<file path="config.mk">
export PLATFORM = sky130hd
export DESIGN_NAME = expr_eval
export DESIGN_NICKNAME = d
export VERILOG_FILES = /design/src/rtl/expr_eval.sv
export SDC_FILE = /design/constraint.sdc
export NUM_CORES = 1
export LEC_CHECK = 0
export CAP_MARGIN = 10
export CORE_MARGIN = 4
export CORE_UTILIZATION = 60
export DETAILED_ROUTE_END_ITERATION = 10
export GPL_TIMING_DRIVEN = 0
export PLACE_DENSITY_LB_ADDON = 0.05
export SLEW_MARGIN = 25
export SYNTH_ARGS = -nofsm -noshare
export SYNTH_HDL_FRONTEND = slang
export SYNTH_SLANG_ARGS = --single-unit
</file>
<file path="constraint.sdc">
create_clock -name clk -period 13.1 [get_ports clk]
set_clock_uncertainty 0.05 [all_clocks]
set_input_delay 1.31 -clock clk [delete_from_list [all_inputs] [get_ports clk]]
set_output_delay 1.31 -clock clk [all_outputs]
set_load 0.1 [all_outputs]
</file>
<file path="src/rtl/expr_eval.sv">
// Streaming checker and evaluator for ASCII expressions of decimal numbers joined by + - *.
// Tracks syntax one character per accepted clock and keeps a running WIDTH-bit value.
module expr_eval #(
  parameter int unsigned WIDTH       = 16,
  parameter bit          MULTI_DIGIT = 1'b1,
  parameter bit          SKIP_SPACE  = 1'b1
) (
  input  logic             clk,
  input  logic             clr,
  input  logic [7:0]       in,
  input  logic             in_valid,
  output logic             out,
  output logic             err,
  output logic [WIDTH-1:0] result
);

  typedef enum logic [1:0] {EMPTY, NUM, OP, ERR} state_t;

  state_t           state, stateNext;
  logic [WIDTH-1:0] sum, sumNext;
  logic [WIDTH-1:0] term, termNext;
  logic [WIDTH-1:0] num, numNext;
  logic [WIDTH-1:0] resultNext;
  logic             neg, negNext;

  logic             isDigit, isOp, isSpace;
  logic [WIDTH-1:0] digitVal, numAcc, product, resultAcc;

  assign isDigit  = (in >= 8'h30) && (in <= 8'h39);
  assign isOp     = (in == 8'h2B) || (in == 8'h2D) || (in == 8'h2A);
  assign isSpace  = SKIP_SPACE && (in == 8'h20);
  assign digitVal = WIDTH'(in[3:0]);
  assign numAcc   = num * WIDTH'(10) + digitVal;
  assign product  = term * num;
  // Value of the expression as if it ended right after this digit.
  assign resultAcc = neg ? sum - term * numAcc : sum + term * numAcc;

  always_ff @(posedge clk or posedge clr) begin
    if (clr) begin
      state  <= EMPTY;
      sum    <= '0;
      term   <= WIDTH'(1);
      num    <= '0;
      neg    <= 1'b0;
      result <= '0;
    end else begin
      state  <= stateNext;
      sum    <= sumNext;
      term   <= termNext;
      num    <= numNext;
      neg    <= negNext;
      result <= resultNext;
    end
  end

  always_comb begin
    stateNext  = state;
    sumNext    = sum;
    termNext   = term;
    numNext    = num;
    negNext    = neg;
    resultNext = result;
    if (in_valid && !isSpace) begin
      case (state)
        EMPTY, OP: begin
          if (isDigit) begin
            stateNext  = NUM;
            numNext    = numAcc;
            resultNext = resultAcc;
          end else begin
            stateNext = ERR;
          end
        end
        NUM: begin
          if (isDigit) begin
            if (MULTI_DIGIT) begin
              numNext    = numAcc;
              resultNext = resultAcc;
            end else begin
              stateNext = ERR;
            end
          end else if (isOp) begin
            stateNext = OP;
            numNext   = '0;
            if (in == 8'h2A) begin
              termNext = product;
            end else begin
              // Close the pending term into the sum and start a fresh one.
              sumNext  = neg ? sum - product : sum + product;
              termNext = WIDTH'(1);
              negNext  = (in == 8'h2D);
            end
          end else begin
            stateNext = ERR;
          end
        end
        default: stateNext = ERR;
      endcase
    end
  end

  assign out = (state == NUM);
  assign err = (state == ERR);

endmodule

</file>
**Word-level counts from Yosys, hierarchy flattened**

Cells that the tools add are included.

- Bits in registers: 67
- Output and inout port bits: 18
- Logic and storage cells: 53

- Add/sub/neg operators: 5
- $mul: 3
- Muxes and demuxes: 11
- $lt $le $gt $ge: 2
- Equality and inequality tests: 10
- Bitwise gates (word level): 2
- Reductions and logical operators: 14

Operator list:

| cell | count |
|---|---|
| $mux W16 | 6 |
| $add A16 B16 Y16 | 2 |
| $eq A8 B6 Y1 const B | 4 |
| $mul A16 B16 Y16 | 2 |
| $pmux W16 S2 | 1 |
| $sub A16 B16 Y16 | 2 |
| $add A16 B4 Y16 | 1 |
| $mul A16 B3 Y15 const B | 1 |
| $ge A8 B6 Y1 const B | 1 |
| $le A8 B6 Y1 const B | 1 |
| $reduce_and A4 Y1 | 2 |
| $reduce_and A5 Y1 | 1 |
| $eq A2 B2 Y1 const B | 2 |
| $mux W2 | 2 |
| $ne A2 B2 Y1 const B | 2 |
| $pmux W2 S2 | 1 |
| $ne A3 B1 Y1 const B | 1 |
| $reduce_and A3 Y1 | 1 |
| $reduce_or A3 Y1 | 1 |
| $eq A2 B1 Y1 const B | 1 |
| $logic_and A1 B1 Y1 | 2 |
| $logic_not A2 Y1 | 1 |
| $logic_or A1 B1 Y1 | 2 |
| $not A1 Y1 | 2 |
| 5 further kinds | 5 |

**Depth between registers and ports, before layout**

- Depth in word-level cells: 6
- Depth in mapped cells: 36
- Mapped depth without buffers: 35

**Least setup slack after synthesis**

OpenSTA, ideal clock, no wires.

- Kind: input-to-reg
- Start point: input in[1]
- End point: register result[15]
- Setup time: 76 ps
- Arrival: 8297 ps
- Data required time: 12974 ps
- Stages on the path: 30
- Slack: 4676 ps
- Cell sequence: ha_1 > inv_1 > fa_1 > nor2b_1 > nor2_1 > nor3_1 > xor2_1 > nand2_1 > fa_1 > inv_1 > fa_1 > inv_1 > fa_1 > inv_1 > fa_1 > fa_1 > fa_1 > xor2_1 > xnor2_1 > xnor2_1 > xnor2_1 > xnor2_1 > xnor2_1 > xnor2_1 > xnor3_1 > xnor2_1 > xnor2_1 > xnor2_1 > xnor3_1 > o21ai_1

- Cells in the longest elaborated chain, start to end: 4

Ends and longest elaborated chain:

| what | RTL line | RTL |
|---|---|---|
| start, declared | 10 | `input logic [7:0] in,` |
| $add A16 B4 Y16 or $eq A8 B6 Y1 (tied branches) | 33, 31 |  |
| $mul A16 B16 Y16 or $logic_not A1 Y1 (tied branches) | 36, 63 |  |
| $add A16 B16 Y16, or another cell as far along | 36 | `assign resultAcc = neg ? sum - term * numAcc : sum + term * numAcc;` |
| $mux W16 or $reduce_and A3 Y1 (tied branches) | n/a |  |
| end signal, assigned | 52 | `result <= resultNext;` |
| end, declared | 14 | `output logic [WIDTH-1:0] result` |

Parallel ways exist; a longest one is shown, timed or not.
A chain may end at the register's enable or synchronous reset.

**Final worst setup path**

Ends and elaborated chain as after synthesis.

==> impl_results.md <==
- Register area: 1678 um2
- GRT Util Overall: 29.79%
- Number of synthesized flops with an enable pin: 0
- Io pins: 29
- TritonCTS Buffers: 9
- Final ANT Viol Nets: 0
- Fin worst setup slack: 3.075 ns
- RD Place Congestion: 0.9535
- Synth-to-Final Area Change: 7.482%
- Ranking of synthesized cells by area: fa_1, ha_1, dfrtp_1
- Arrival @ worst endpoint: 10.24 ns
- Maximum clock path buffer count: 2
- Cell with the most instances after synthesis: inv_1
- Placed Cells: 1876
- Actual slew at the worst max-slew pin: 1.092 ns
- Die W: 156.4 um
- Via count: 10550
- Final Slew Violations: 0
- Most frequent cells after synthesis: inv_1, nand2_1, fa_1, ha_1, xnor2_1
- Routed WL: 35090 um
- Period utilization: 76.53%
- Final Hold Vio Count: 0
- Seq/Total Area, Yosys: 12.70%
- Port bufs: 28
- Initial Util: 60.72%
- Die area: 24450 um2
- FMAX: 99.75 MHz
- Worst VDD drop: 0.08439 mV
- Min cycle time layout: 10.03 ns
- Synth Flop Type: dfrtp_1
- Mapped Nets: 1898
- Rows: 54
- Final Net Count: 1938
- Crit path largest cell delay: 0.88 ns
- Post_cts resized: 0
- Slowest-stage cell, CP: xor2_1
- Vias per cell: 5.575
- CTS tree: done
- Outcome: finished clean
- Finish-stage setup viols: 0
- Setup bufs post-CTS: 0
- Max-Cap Viols: 0
- Syn avg cell area: 8.430 um2
- Leakage: 6.982 nW
- Post-synth ARST share: 100.0%
- Pwr dens: 36.56 nW/um2
- Yosys top cell area share: 24.85%
- Slew margin rel.: 26.97%
- Layout Cells excl Fill: 1892
- Cell area after synthesis: 13210 um2
- Core box area: 21760 um2
- Clk pin slew, worst setup/hold paths: 0.05 ns
- Area leader, netlist: fa_1
- Initial antenna violation count: 0
- CTS Hold Bufs: 0
- Worst min-delay path class: reg -> reg
- Critical Path Sink Type: flip-flop
- WP data required: 13.31 ns
- Post-DP Area: 13860 um2
- Die H: 156.4 um
- CP startpoint kind: input port
- Post-synthesis register bit count: 67
- Pre-CTS WS: 2.856 ns
- Library cells used by synthesis: 62
- Setup_tns: 0 ns
- Multi-input logic area: 10210 um2
- Iter 0 DRT Violations: 762
- Unrepaired setup endpoints after global routing: false
- H-Tree Depth: 3
- Syn. warnings: 0
- Detail Placement HPWL: 28190 um
- Synthesized instance count: 1567
- DR WL/cell: 18.55 um
- First-pass GRT wire length: 56110 um
- Clk Tree Root Cell: clkbuf_16
- Fillers: 1881
- CP dominant cell by count: xnor2_1
- Later-pin clock latency in the skew report: 0.35 ns
- DR DRC count: 0
- Largest net degree at the start of global routing: 39
- Design area: 14200 um2
- Share of cells above drive strength 1: 2.295%
- Crit path max fanout: 10
- First drt pass iteration count: 6
- Vias in the first global route: 10390
- CTS sink count: 67
- N_diodes: 0
- Crit path kind: in -> reg
- Grt ovf: 0
## registers in the layout, summed over array words and instances (netlist names)
register,count
num,16
term,16
neg,1
sum,16
state,2
result,16
## layout make-up
type	count	area share [%]
Timing Repair Buffer	29	2.115
Tap cell	280	2.467
Clock inverter	5	0.5816
Multi-Input combinational cell	1148	71.91
Inverter	291	7.711
Clock buffer	11	1.780
Buffer	61	1.621
Sequential cell	67	11.82
## stage by stage
step                total power, mW  util, %  hold WS, ns
global placement             0.2414    63.62       0.4127
CTS                          0.5201    65.26       0.4361
detailed placement           0.2425    63.72       0.4227
finish                       0.5191    65.26       0.4306
global route                 0.5327    65.26       0.4532
floorplan                    0.2291        -       0.3998
## layout by cell type (no fill, tap or decap), drive strengths merged, types with 4 or more instances in the layout
cell type and count:
a31oi 8, a21boi 4, fa 164, nor3 16, a22o 8, or3 6, dfrtp 66, ha 156
clkbuf 70, o21bai 9, nand2 207, xnor2 106, xor2 39, a211oi 5, nor2 50, and2 103
nor2b 30, a21o 12, o21a 7, inv 293, a21oi 39, o31ai 4, mux2i 4, nand3 28
nand2b 17, o21ai 77, a211o 4, nor3b 6, clkdlybuf4s50 28
## report_power, final
group,internal [mW],switching [mW],total (mW)
logic,0.00923,0.0215,0.0307
clock network,0.178,0.102,0.280
registers,0.207,0.00114,0.209
## critical path: cells and delay by family
kind	cells	cell delay (ns)
buffers and inverters	5	0.86
AND/OR/NAND/NOR	4	0.74
adder cells (fa/ha/maj)	8	3.65
XOR/XNOR	13	3.56
AO/OA/AOI/OAI	1	0.13
## metal layers
metal	GRT usage (%)	vias to the layer above	wire (um)
met5	0	-	0
met2	46.75	384	15920
met3	4.840	59	2630
li1	-	4970	-
met4	9.711	0	1157
met1	42.48	5135	15380
## kinds of logic after synthesis
logic type / after synthesis / share of synthesized area [%]
AOI/OAI and AO/OA: 194 / 9.159
DFF: 67 / 12.70
xor gates and xnor gates: 148 / 10.18
muxes: 7 / 0.5588
buffers and inverters: 352 / 10.01
and+or+nand+nor: 479 / 17.76
adders and majority gates: 320 / 39.63
## worst paths after layout
check	from	endpoint	slack (ns)	cells past startpoint
setup reg to reg	num[1]	result[15]	3.66	31
hold / removal	result[12]	result[12]	0.43	2
max in group asynchronous	clr	term[0]	11.14	3
min in group asynchronous	clr	result[1]	1.26	2
setup / recovery	in[1]	result[15]	3.07	31
hold reg to reg	result[12]	result[12]	0.43	2
(Power assumes the default switching activity.)
